### src/rtl/pipeline_arb_buffered.sv
// pipeline_arb_buffered: valid-tagged pipeline feeding an output FIFO that arbitrates for a shared combinational resource
module pipeline_arb_buffered #(
    parameter int DATA_WIDTH = 32,
    parameter int STAGES     = 2,
    parameter int BUF_DEPTH  = 4,
    parameter int CNT_WIDTH  = 16
) (
    input  logic                               clk,
    input  logic                               reset,
    input  logic [DATA_WIDTH-1:0]              inputs,
    input  logic                               in_valid,
    output logic                               in_ready,
    input  logic                               flush,
    output logic [DATA_WIDTH-1:0]              outputs,
    output logic                               out_valid,
    output logic                               arbiter_req,
    input  logic                               arbiter_grant,
    output logic [DATA_WIDTH-1:0]              resource_input,
    input  logic [DATA_WIDTH-1:0]              resource_output,
    output logic [$clog2(BUF_DEPTH+1)-1:0]     occupancy,
    output logic [CNT_WIDTH-1:0]               stall_count
);
    localparam int OW = $clog2(BUF_DEPTH + 1);
    localparam int AW = $clog2(BUF_DEPTH);
    logic [DATA_WIDTH-1:0] sd_q [STAGES];
    logic [DATA_WIDTH-1:0] mem_q [BUF_DEPTH];
    logic [STAGES-1:0]     sv_q, sv_d;
    logic [AW-1:0]         wp_q, rp_q;
    logic [OW-1:0]         occ_q, occ_d;
    logic [CNT_WIDTH-1:0]  cnt_q;
    logic [DATA_WIDTH-1:0] out_q;
    logic                  ov_q, pop, stall, accept, wr;
    always_comb begin
        arbiter_req    = occ_q != '0 && !flush;
        pop            = arbiter_req && arbiter_grant;
        stall          = sv_q[STAGES-1] && occ_q == OW'(BUF_DEPTH) && !pop;
        in_ready       = !stall && !flush;
        accept         = in_valid && in_ready;
        wr             = sv_q[STAGES-1] && !stall;
        sv_d           = STAGES'({sv_q, accept});
        occ_d          = occ_q + OW'(wr) - OW'(pop);
        resource_input = occ_q == '0 ? '0 : mem_q[rp_q];
        occupancy      = occ_q;
        stall_count    = cnt_q;
        outputs        = out_q;
        out_valid      = ov_q;
    end
    always_ff @(posedge clk) begin
        if (!stall) begin
            sd_q[0] <= inputs;
            for (int i = 1; i < STAGES; i++) sd_q[i] <= sd_q[i-1];
        end
        if (wr) mem_q[wp_q] <= sd_q[STAGES-1];
    end
    always_ff @(posedge clk) begin
        if (reset) begin
            sv_q  <= '0;
            wp_q  <= '0;
            rp_q  <= '0;
            occ_q <= '0;
            out_q <= '0;
            ov_q  <= 1'b0;
            cnt_q <= '0;
        end else begin
            ov_q <= pop;
            if (pop) out_q <= resource_output;
            if (stall && !flush && cnt_q != '1) cnt_q <= cnt_q + 1'b1;
            if (flush) begin
                sv_q  <= '0;
                wp_q  <= '0;
                rp_q  <= '0;
                occ_q <= '0;
            end else begin
                if (!stall) sv_q <= sv_d;
                if (wr) wp_q <= wp_q + 1'b1;
                if (pop) rp_q <= rp_q + 1'b1;
                occ_q <= occ_d;
            end
        end
    end
endmodule

### config.mk
export PLATFORM = sky130hd
export DESIGN_NAME = pipeline_arb_buffered
export DESIGN_NICKNAME = d
export VERILOG_FILES = /design/src/rtl/pipeline_arb_buffered.sv
export SDC_FILE = /design/constraint.sdc
export NUM_CORES = 1
export LEC_CHECK = 0
export CORE_UTILIZATION = 57
export DETAILED_ROUTE_END_ITERATION = 6
export GPL_ROUTABILITY_DRIVEN = 0
export GPL_TIMING_DRIVEN = 1
export PLACE_DENSITY_LB_ADDON = 0.3
export SYNTH_ARGS = -nofsm -noshare
export SYNTH_HDL_FRONTEND = slang
export SYNTH_SLANG_ARGS = --single-unit
### constraint.sdc
create_clock -name clk -period 11.2 [get_ports clk]
set_clock_uncertainty 0.1 [all_clocks]
set_input_delay 2.24 -clock clk [delete_from_list [all_inputs] [get_ports clk]]
set_output_delay 2.24 -clock clk [all_outputs]
set_load 0.01 [all_outputs]
==> impl_metrics.csv, run 1 <==
group,metric,value,unit
run_status,run_status,"finished, final reports clean",
pwr,ir_worst_vdd,0.119,mV
route,num_vias,5340,
timing,finalMaxSlewViolations,0,
pwr,leakagePower,3.82,nW
route,wl,18400,um
finish,regArea,6970,um2
clock_tree,cts_setup_buffers,0,
clock_tree,cts_buffer_depth,3,
die,dieWidth,130,um
clock_tree,cts-resized-gates,0,
logic_synthesis,yosys_register_bits,252,
clock_tree,insertion_delay,0.52,ns
timing,finalHoldViolCount,0,
timing,period_minus_slack,6.17,ns
worst_setup_path,endpoint_kind,"output port",
clock_tree,clock_sinks,252,
logic_synthesis,synth_nets,644,
min_path,hold_path.class,"register to register",
die,initial_core_util,58.4,%
timing,setup_viol,0,
die,core-area,15900,um2
logic_synthesis,synthDistinctLibCells,41,
route,viasPerCell,5.55,
route,wl_per_cell,19.1,um
clock_tree,cts_buffers,25,
global_route,grt_max_degree,72,
route,drt_iter0_markers,271,
route,post-route-drc-count,0,
route,antenna_left,0,
pwr,p_per_area,155,nW/um2
timing,fin_crit_sh,55.1,%
logic_synthesis,syn_inst,568,
logic_synthesis,synth-edff-count,192,
timing,worstMarginPinSlew,1.24,ns
clock_tree,hold_buffers,0,
logic_synthesis,ys_seq_area_share,75.1,%
timing,final.setup.tns,0,ns
worst_setup_path,cpPeakStageDelay,0.56,ns
worst_setup_path,start_kind,"primary input",
die,pin_count,155,
finish,nets,803,
die,row_count,46,
logic_synthesis,synth_flop_cell,"edfxtp_1",
route,firstDrtPassIters,4,
global_route,antenna_found_initial,0,
clock_tree,path_clk_slew,0.06,ns
clock_tree,root_buffer,"clkbuf_16",
timing,slew_headroom,17.2,%
logic_synthesis,netlist_area,9280,um2
finish,drive_gt1_share,11.8,%
worst_setup_path,cp_slowest_cell,"clkdlybuf4s50_1",
global_route,first_global_vias,5380,
timing,fmax,0.162,GHz
worst_setup_path,worstPathRequired,8.86,ns
clock_tree,cts_max_level,1,
die,die_area,16800,um2
logic_synthesis,ys_async_sr_fraction,0,%
global_route,grt_usage,22.1,%
placement,io_buffers,154,
global_route,overflow,0,
finish,nFillCells,958,
worst_setup_path,arrival,3.83,ns
global_route,grt_pass1_wl,27900,um
finish,areaGrowthSynthToFinish,27.0,%
logic_synthesis,ys_warn_count,0,
worst_setup_path,crit_path_cell_trace,"clkdlybuf4s50_1 > nand2b_1 > a21oi_1 > clkdlybuf4s50_1",
flow_run,maxCapViolations,0,
timing,rsz0062_at_grt,"no",
worst_setup_path,crit_type,"primary input to output port",
die,fp.dieH,130,um
logic_synthesis,synth.avg_cell_area,16.3,um2
worst_setup_path,crit_top_cell,"clkdlybuf4s50_1",
worst_setup_path,cp_max_fo,7,
placement,hpwl,10800,um
finish,antenna_cells,0,
finish,multi_input_area,2200,um2
pwr,finalPower,1.83,mW
clock_tree,cts_tree,"yes",
## cells by family (layout without fill, tap and decap cells)
logic type | after synthesis | after routing | share of synthesized area, %
flops | 252 | 252 | 75.1
simple gates | 171 | 171 | 9.96
compound gates | 66 | 66 | 3.97
mux | 34 | 34 | 8.01
buf+inv | 33 | 211 | 1.46
fa+ha+maj | 7 | 7 | 1.03
xor+xnor | 5 | 5 | 0.472
## final timing paths
| kind | from | depth (start not counted) | slack (ns) | endpoint |
|---|---|---|---|---|
| max | flush | 4 | 5.03 | in_ready |
| min reg2reg | sd_q[0][26] | 0 | 0.31 | sd_q[0][58] |
| min | sd_q[0][26] | 0 | 0.31 | sd_q[0][58] |
| max reg2reg | occupancy[1] | 10 | 8.01 | occupancy[2] |
## Yosys cell counts (3+ instances only)
cell type  instances  area [um2]
edfxtp_1         192        5770
nor2b_1           35         219
mux4_2            32         721
a21oi_1           48         240
nand2_1           72         270
o31ai_1            9        67.6
dfxtp_1           60        1200
nand3_1            6        30.0
ha_1               6        75.1
buf_2              9        45.0
xnor2_1            4        35.0
and3_1             8        50.1
or3_1              3        18.8
or4_1              9        67.6
inv_1              8        30.0
clkbuf_1          16        60.1
o21ai_0            3        15.0
and4_1             3        26.3
nand4_1            3        18.8
nor2_1            16        60.1
nor3_1             3        15.0
## area by class of cell
cell class	instances	area share, %
flip-flops and latches	252	59.1
multi-input cells	283	18.7
repair buffers	157	13.3
clock buffers	30	5.47
well taps	216	2.29
clock inverters	16	0.892
inverters	8	0.255
## where the power goes
| group | total, mW | leakage, nW | internal (mW) | switching, mW |
|---|---|---|---|---|
| Sequential | 1.03 | 2.31 | 1.02 | 0.00880 |
| Combinational | 0.0404 | 1.13 | 0.0268 | 0.0136 |
| Clock | 0.763 | 0.372 | 0.433 | 0.330 |
| Total | 1.83 | 3.82 | 1.48 | 0.352 |
## stage by stage
step	std cells	util [%]	cell area [um2]	setup slack (ns)	hold WS [ns]
2_1_floorplan	568	-	9280	5.79	0.300
3_3_place_gp	916	69.4	11000	5.15	0.303
3_5_place_dp	916	69.4	11000	5.09	0.305
4_1_cts	962	74.1	11800	5.07	0.318
5_1_grt	962	74.2	11800	4.95	0.322
6_report	962	74.2	11800	5.03	0.314
## state kept, by name, summed over array words and instances, names as in the netlist, named ones only
name         count
out_valid        1
occupancy        3
sv_q             2
stall_count     16
rp_q             2
wp_q             2
mem_q          128
sd_q            64
outputs         32
## cell usage in the layout (no fill, tap or decap), drive strengths merged, types with 6 or more instances in the layout
cell type and count:
clkdlybuf4s50 154, or4 9, dfxtp 60, edfxtp 192, inv 9, clkbuf 30
nor2 16, clkinv 13, o31ai 9, mux4 32, a21oi 48, nand2 72
nor2b 35, nand3 6, and3 8, ha 6
## layer usage
| metal | part of all wire, % | vias up | track usage [%] |
|---|---|---|---|
| met5 | 0 | - | 0 |
| li1 | - | 2466 | - |
| met2 | 54 | 159 | 40.0 |
| met3 | 5.0 | 37 | 4.25 |
| met1 | 39 | 2678 | 26.4 |
| met4 | 2.4 | 0 | 7.73 |
## critical path, delay by kind of cell
kind	cells	cell delay, ns
compound gates	1	0.19
buf+inv	2	1.08
simple gates	1	0.33
No activity file was read; power rests on OpenSTA's default activity.
==> run 2: changes to the inputs <==
- CORE_UTILIZATION: 57 -> 48
- clock period: 11.2 -> 5.3 ns (I/O delays scaled with it)
==> impl_metrics.csv, run 2 (same netlist as run 1, synthesis figures left out) <==
group,metric,value,unit
die,row_count,50,
worst_setup_path,r2r_setup_slack,2.19,ns
timing,setup_viol,0,
finish,antenna_cells,0,
run_status,run_status,"finished, final reports clean",
route,num_vias,5322,
finish,top_register,"mem_q",
global_route,grt_pass1_wl,28700,um
pwr,ir_worst_vdd,0.207,mV
global_route,grt_usage,18.8,%
clock_tree,cts-resized-gates,0,
route,post-route-drc-count,0,
timing,slew_headroom,31.6,%
global_route,grtUsageMet3,3.57,%
pwr,leakagePower,3.84,nW
die,pin_count,155,
die,fp.dieH,141,um
timing,finalHoldViolCount,0,
placement,io_buffers,154,
worst_setup_path,start_kind,"register",
global_route,grtUsageMet1,23.3,%
finish,nets,807,
clock_tree,cts_setup_buffers,0,
timing,fmax,0.240,GHz
finish,layout_common_cells,"edfxtp_1 (192), clkdlybuf4s50_1 (154), nand2_1 (71), dfxtp_1 (58), a21oi_1 (48)",
global_route,antenna_found_initial,0,
worst_setup_path,r2r_end,"occupancy[2]",
min_path,hold_path.class,"register to register",
finish,largest_reg_flops,128,
clock_tree,cts_max_level,1,
finish,areaGrowthSynthToFinish,28.4,%
timing,final.setup.tns,0,ns
finish,final_common_cell,"edfxtp_1",
finish,drive_gt1_share,12.3,%
global_route,first_global_vias,5463,
route,firstDrtPassIters,7,
timing,worstMarginPinSlew,1.02,ns
clock_tree,cts_tree,"yes",
timing,fin_crit_sh,78.8,%
min_path,worstHoldPathCells,0,
flow_run,maxCapViolations,0,
route,viasPerCell,5.27,
worst_setup_path,reg2reg_from,"occupancy[1]",
clock_tree,hold_buffers,0,
clock_tree,cts_buffer_depth,3,
worst_setup_path,worstPathRequired,4.14,ns
clock_tree,root_buffer,"clkbuf_16",
finish,final_core_util,63.2,%
worst_setup_path,endpoint_kind,"output port",
die,dieWidth,141,um
route,wl_per_cell,18.3,um
global_route,overflow,0,
clock_tree,insertion_delay,0.51,ns
clock_tree,path_clk_slew,0.06,ns
worst_setup_path,arrival,3.02,ns
global_route,grt.busiest_layer,"met2",
timing,period_minus_slack,4.18,ns
worst_setup_path,r2r_cells,11,
timing,rsz0062_at_grt,"no",
placement,hpwl,11500,um
route,drt_iter0_markers,372,
global_route,grt_max_degree,53,
die,initial_core_util,49.3,%
route,antenna_left,0,
worst_setup_path,cp_max_fo,21,
clock_tree,cts_buffers,26,
global_route,use_met2,33.7,%
worst_setup_path,crit_type,"register to output port",
pwr,p_per_area,332,nW/um2
die,die_area,19900,um2
worst_setup_path,worstSetupEndpoint,"resource_input[26]",
route,wl,18500,um
clock_tree,clock_sinks,252,
timing,finalMaxSlewViolations,0,
die,core-area,18800,um2
==> run 2: metrics by stage <==
step / power (mW) / cell area [um2] / cells / hold slack, ns / worst slack [ns]
after floorplan: 2.23 / 9280 / 568 / 0.300 / 1.07
after global placement: 2.29 / 11100 / 963 / 0.301 / 1.55
after detailed placement: 2.30 / 11100 / 963 / 0.305 / 1.50
after CTS: 3.99 / 11900 / 1009 / 0.318 / 1.02
after global routing: 4.07 / 11900 / 1009 / 0.319 / 0.926
final: 3.95 / 11900 / 1009 / 0.317 / 1.12
==> run 2: area by class of cell <==
class	count	area, um2
Fill cell	1346	6930
Tap cell	260	325
Clock inverter	14	105
Clock buffer	32	694
Timing Repair Buffer	160	1590
Multi-Input combinational cell	283	2190
Sequential cell	252	6970
Inverter	8	30.0
==> run 2: power by group <==
part	leakage, nW	switching (mW)	internal (mW)	total, mW
Clock	0.384	0.711	0.980	1.69
Sequential	2.31	0.0190	2.15	2.17
Combinational	1.14	0.0287	0.0568	0.0854
==> run 2: worst min path at each step <==
stage                startpoint          end  slack, ns
finish              sd_q[0][23]  sd_q[0][55]       0.32
global route        sd_q[0][23]  sd_q[0][55]       0.32
CTS                 sd_q[0][23]  sd_q[0][55]       0.32
detailed placement  sd_q[0][24]  sd_q[0][56]       0.30
global placement    sd_q[0][25]  sd_q[0][57]       0.30
floorplan            sd_q[0][0]  sd_q[0][32]       0.30
==> run 2: worst max-delay path: stages, from the launching register on <==
cell	delay, ns
dfxtp_2	0.83
buf_4	0.40
mux4_2	0.57
nor2b_1	0.15
clkdlybuf4s50_1	0.52
==> run 2: per-layer routing <==
| layer | vias to the layer above | wire length (um) | share of wire, % |
|---|---|---|---|
| met3 | 33 | 874 | 4.7 |
| met1 | 2682 | 7540 | 41 |
| met5 | - | 0 | 0 |
| li1 | 2474 | - | - |
| met2 | 133 | 9720 | 53 |
| met4 | 0 | 356 | 1.9 |
==> run 3: changes to the inputs <==
- CORE_UTILIZATION: 48 -> 53
- clock period: 5.3 -> 4 ns (I/O delays scaled with it)
==> impl_metrics.csv, run 3 (same netlist as run 1, synthesis figures left out) <==
group,metric,value,unit
worst_setup_path,r2r_cells,11,
timing,final.setup.tns,0,ns
global_route,overflow,0,
clock_tree,cts_setup_buffers,0,
finish,final_core_util,69.5,%
flow_run,maxCapViolations,0,
clock_tree,cts_buffers,25,
timing,setup_viol,0,
min_path,worstHoldPathCells,0,
finish,final_common_cell,"edfxtp_1",
route,wl_per_cell,18.4,um
clock_tree,cts_tree,"yes",
worst_setup_path,worstPathRequired,3.10,ns
worst_setup_path,endpoint_kind,"output port",
timing,finalHoldViolCount,0,
placement,io_buffers,154,
pwr,ir_worst_vdd,0.333,mV
clock_tree,clock_sinks,252,
worst_setup_path,crit_path_cell_trace,"buf_12 > mux4_2 > nor2b_1 > clkdlybuf4s50_1",
worst_setup_path,worstSetupEndpoint,"resource_input[0]",
worst_setup_path,crit_family,"buffers and inverters",
die,core-area,17200,um2
worst_setup_path,critPathBufInv,2,
die,initial_core_util,54.0,%
die,fp.dieH,134,um
finish,instances_no_fill,979,
finish,largest_reg_flops,128,
worst_setup_path,path_depth,4,
global_route,antenna_found_initial,1,
worst_setup_path,reg2reg_from,"occupancy[1]",
timing,rsz0062_at_grt,"no",
timing,period_minus_slack,3.53,ns
timing,finalMaxSlewViolations,0,
clock_tree,root_buffer,"clkbuf_16",
route,post-route-drc-count,0,
timing,fmax,0.283,GHz
route,drt_iter0_markers,369,
finish,design_area,11900,um2
finish,top_register,"mem_q",
placement,placed_area,11200,um2
worst_setup_path,start_kind,"register",
worst_setup_path,arrival,2.63,ns
clock_tree,hold_buffers,0,
worst_setup_path,cpPeakStageDelay,0.64,ns
clock_tree,path_clk_slew,0.06,ns
timing,worstMarginPinSlew,0.863,ns
pwr,leakagePower,3.87,nW
worst_setup_path,r2r_end,"occupancy[2]",
route,wl,18000,um
die,row_count,48,
worst_setup_path,cp_slowest_cell,"dfxtp_2",
route,num_vias,5372,
placement,hpwl,11400,um
finish,nFillCells,1128,
route,viasPerCell,5.49,
timing,hold_ws,0.315,ns
worst_setup_path,crit_type,"register to output port",
pwr,p_per_area,437,nW/um2
global_route,grt_pass1_wl,28100,um
run_status,run_status,"finished, final reports clean",
timing,fin_crit_sh,88.3,%
clock_tree,cts_max_level,1,
min_path,hold_path.class,"register to register",
placement,place_inst,932,
global_route,grt_usage,20.2,%
finish,areaGrowthSynthToFinish,28.7,%
clock_tree,cts_buffer_depth,3,
finish,layout_common_cells,"edfxtp_1 (192), clkdlybuf4s50_1 (154), nand2_1 (71), dfxtp_1 (58), a21oi_1 (48)",
worst_setup_path,cp_max_fo,20,
finish,drive_gt1_share,12.5,%
worst_setup_path,r2r_setup_slack,1.41,ns
die,die_area,18000,um2
timing,slew_headroom,42.5,%
route,antenna_left,0,
clock_tree,cts-resized-gates,0,
clock_tree,insertion_delay,0.51,ns
die,dieWidth,134,um
die,pin_count,155,
global_route,first_global_vias,5356,
global_route,grt_max_degree,56,
route,firstDrtPassIters,5,
finish,nets,810,
[run 3: cell type report]
| class | count | area [um2] | area share (%) |
|---|---|---|---|
| Clock inverter | 13 | 119 | 0.995 |
| Clock buffer | 33 | 666 | 5.57 |
| Sequential cell | 252 | 6970 | 58.4 |
| Timing Repair Buffer | 164 | 1680 | 14.1 |
| Inverter | 8 | 30.0 | 0.251 |
| Tap cell | 225 | 282 | 2.36 |
| Antenna cell | 1 | 2.50 | 0.0210 |
| Multi-Input combinational cell | 283 | 2190 | 18.4 |
[run 3: per-stage QoR]
stage / worst slack (ns) / total power, mW
6_report: 0.467 / 5.21
5_1_grt: 0.312 / 5.37
4_1_cts: 0.402 / 5.26
3_5_place_dp: 0.718 / 3.04
3_3_place_gp: 0.763 / 3.04
2_1_floorplan: 0.0297 / 2.95
[run 3: worst min path at each step]
stage | end | from | slack [ns]
floorplan | sd_q[0][32] | sd_q[0][0] | 0.30
global placement | sd_q[0][35] | sd_q[0][3] | 0.30
detailed placement | sd_q[0][37] | sd_q[0][5] | 0.30
CTS | sd_q[0][40] | sd_q[0][8] | 0.32
global route | sd_q[0][40] | sd_q[0][8] | 0.32
finish | sd_q[0][40] | sd_q[0][8] | 0.31
[run 3: power by group]
| group | internal [mW] | switching [mW] | leakage (nW) |
|---|---|---|---|
| combinational | 0.0757 | 0.0371 | 1.18 |
| sequential | 2.85 | 0.0239 | 2.31 |
| clock | 1.30 | 0.923 | 0.379 |
[run 3: layer usage]
metal	wire length (um)	vias up	track usage [%]
met1	7320	2737	25.9
met4	275	0	5.06
met3	869	24	3.93
met2	9580	136	35.3
met5	0	-	0
li1	-	2475	-
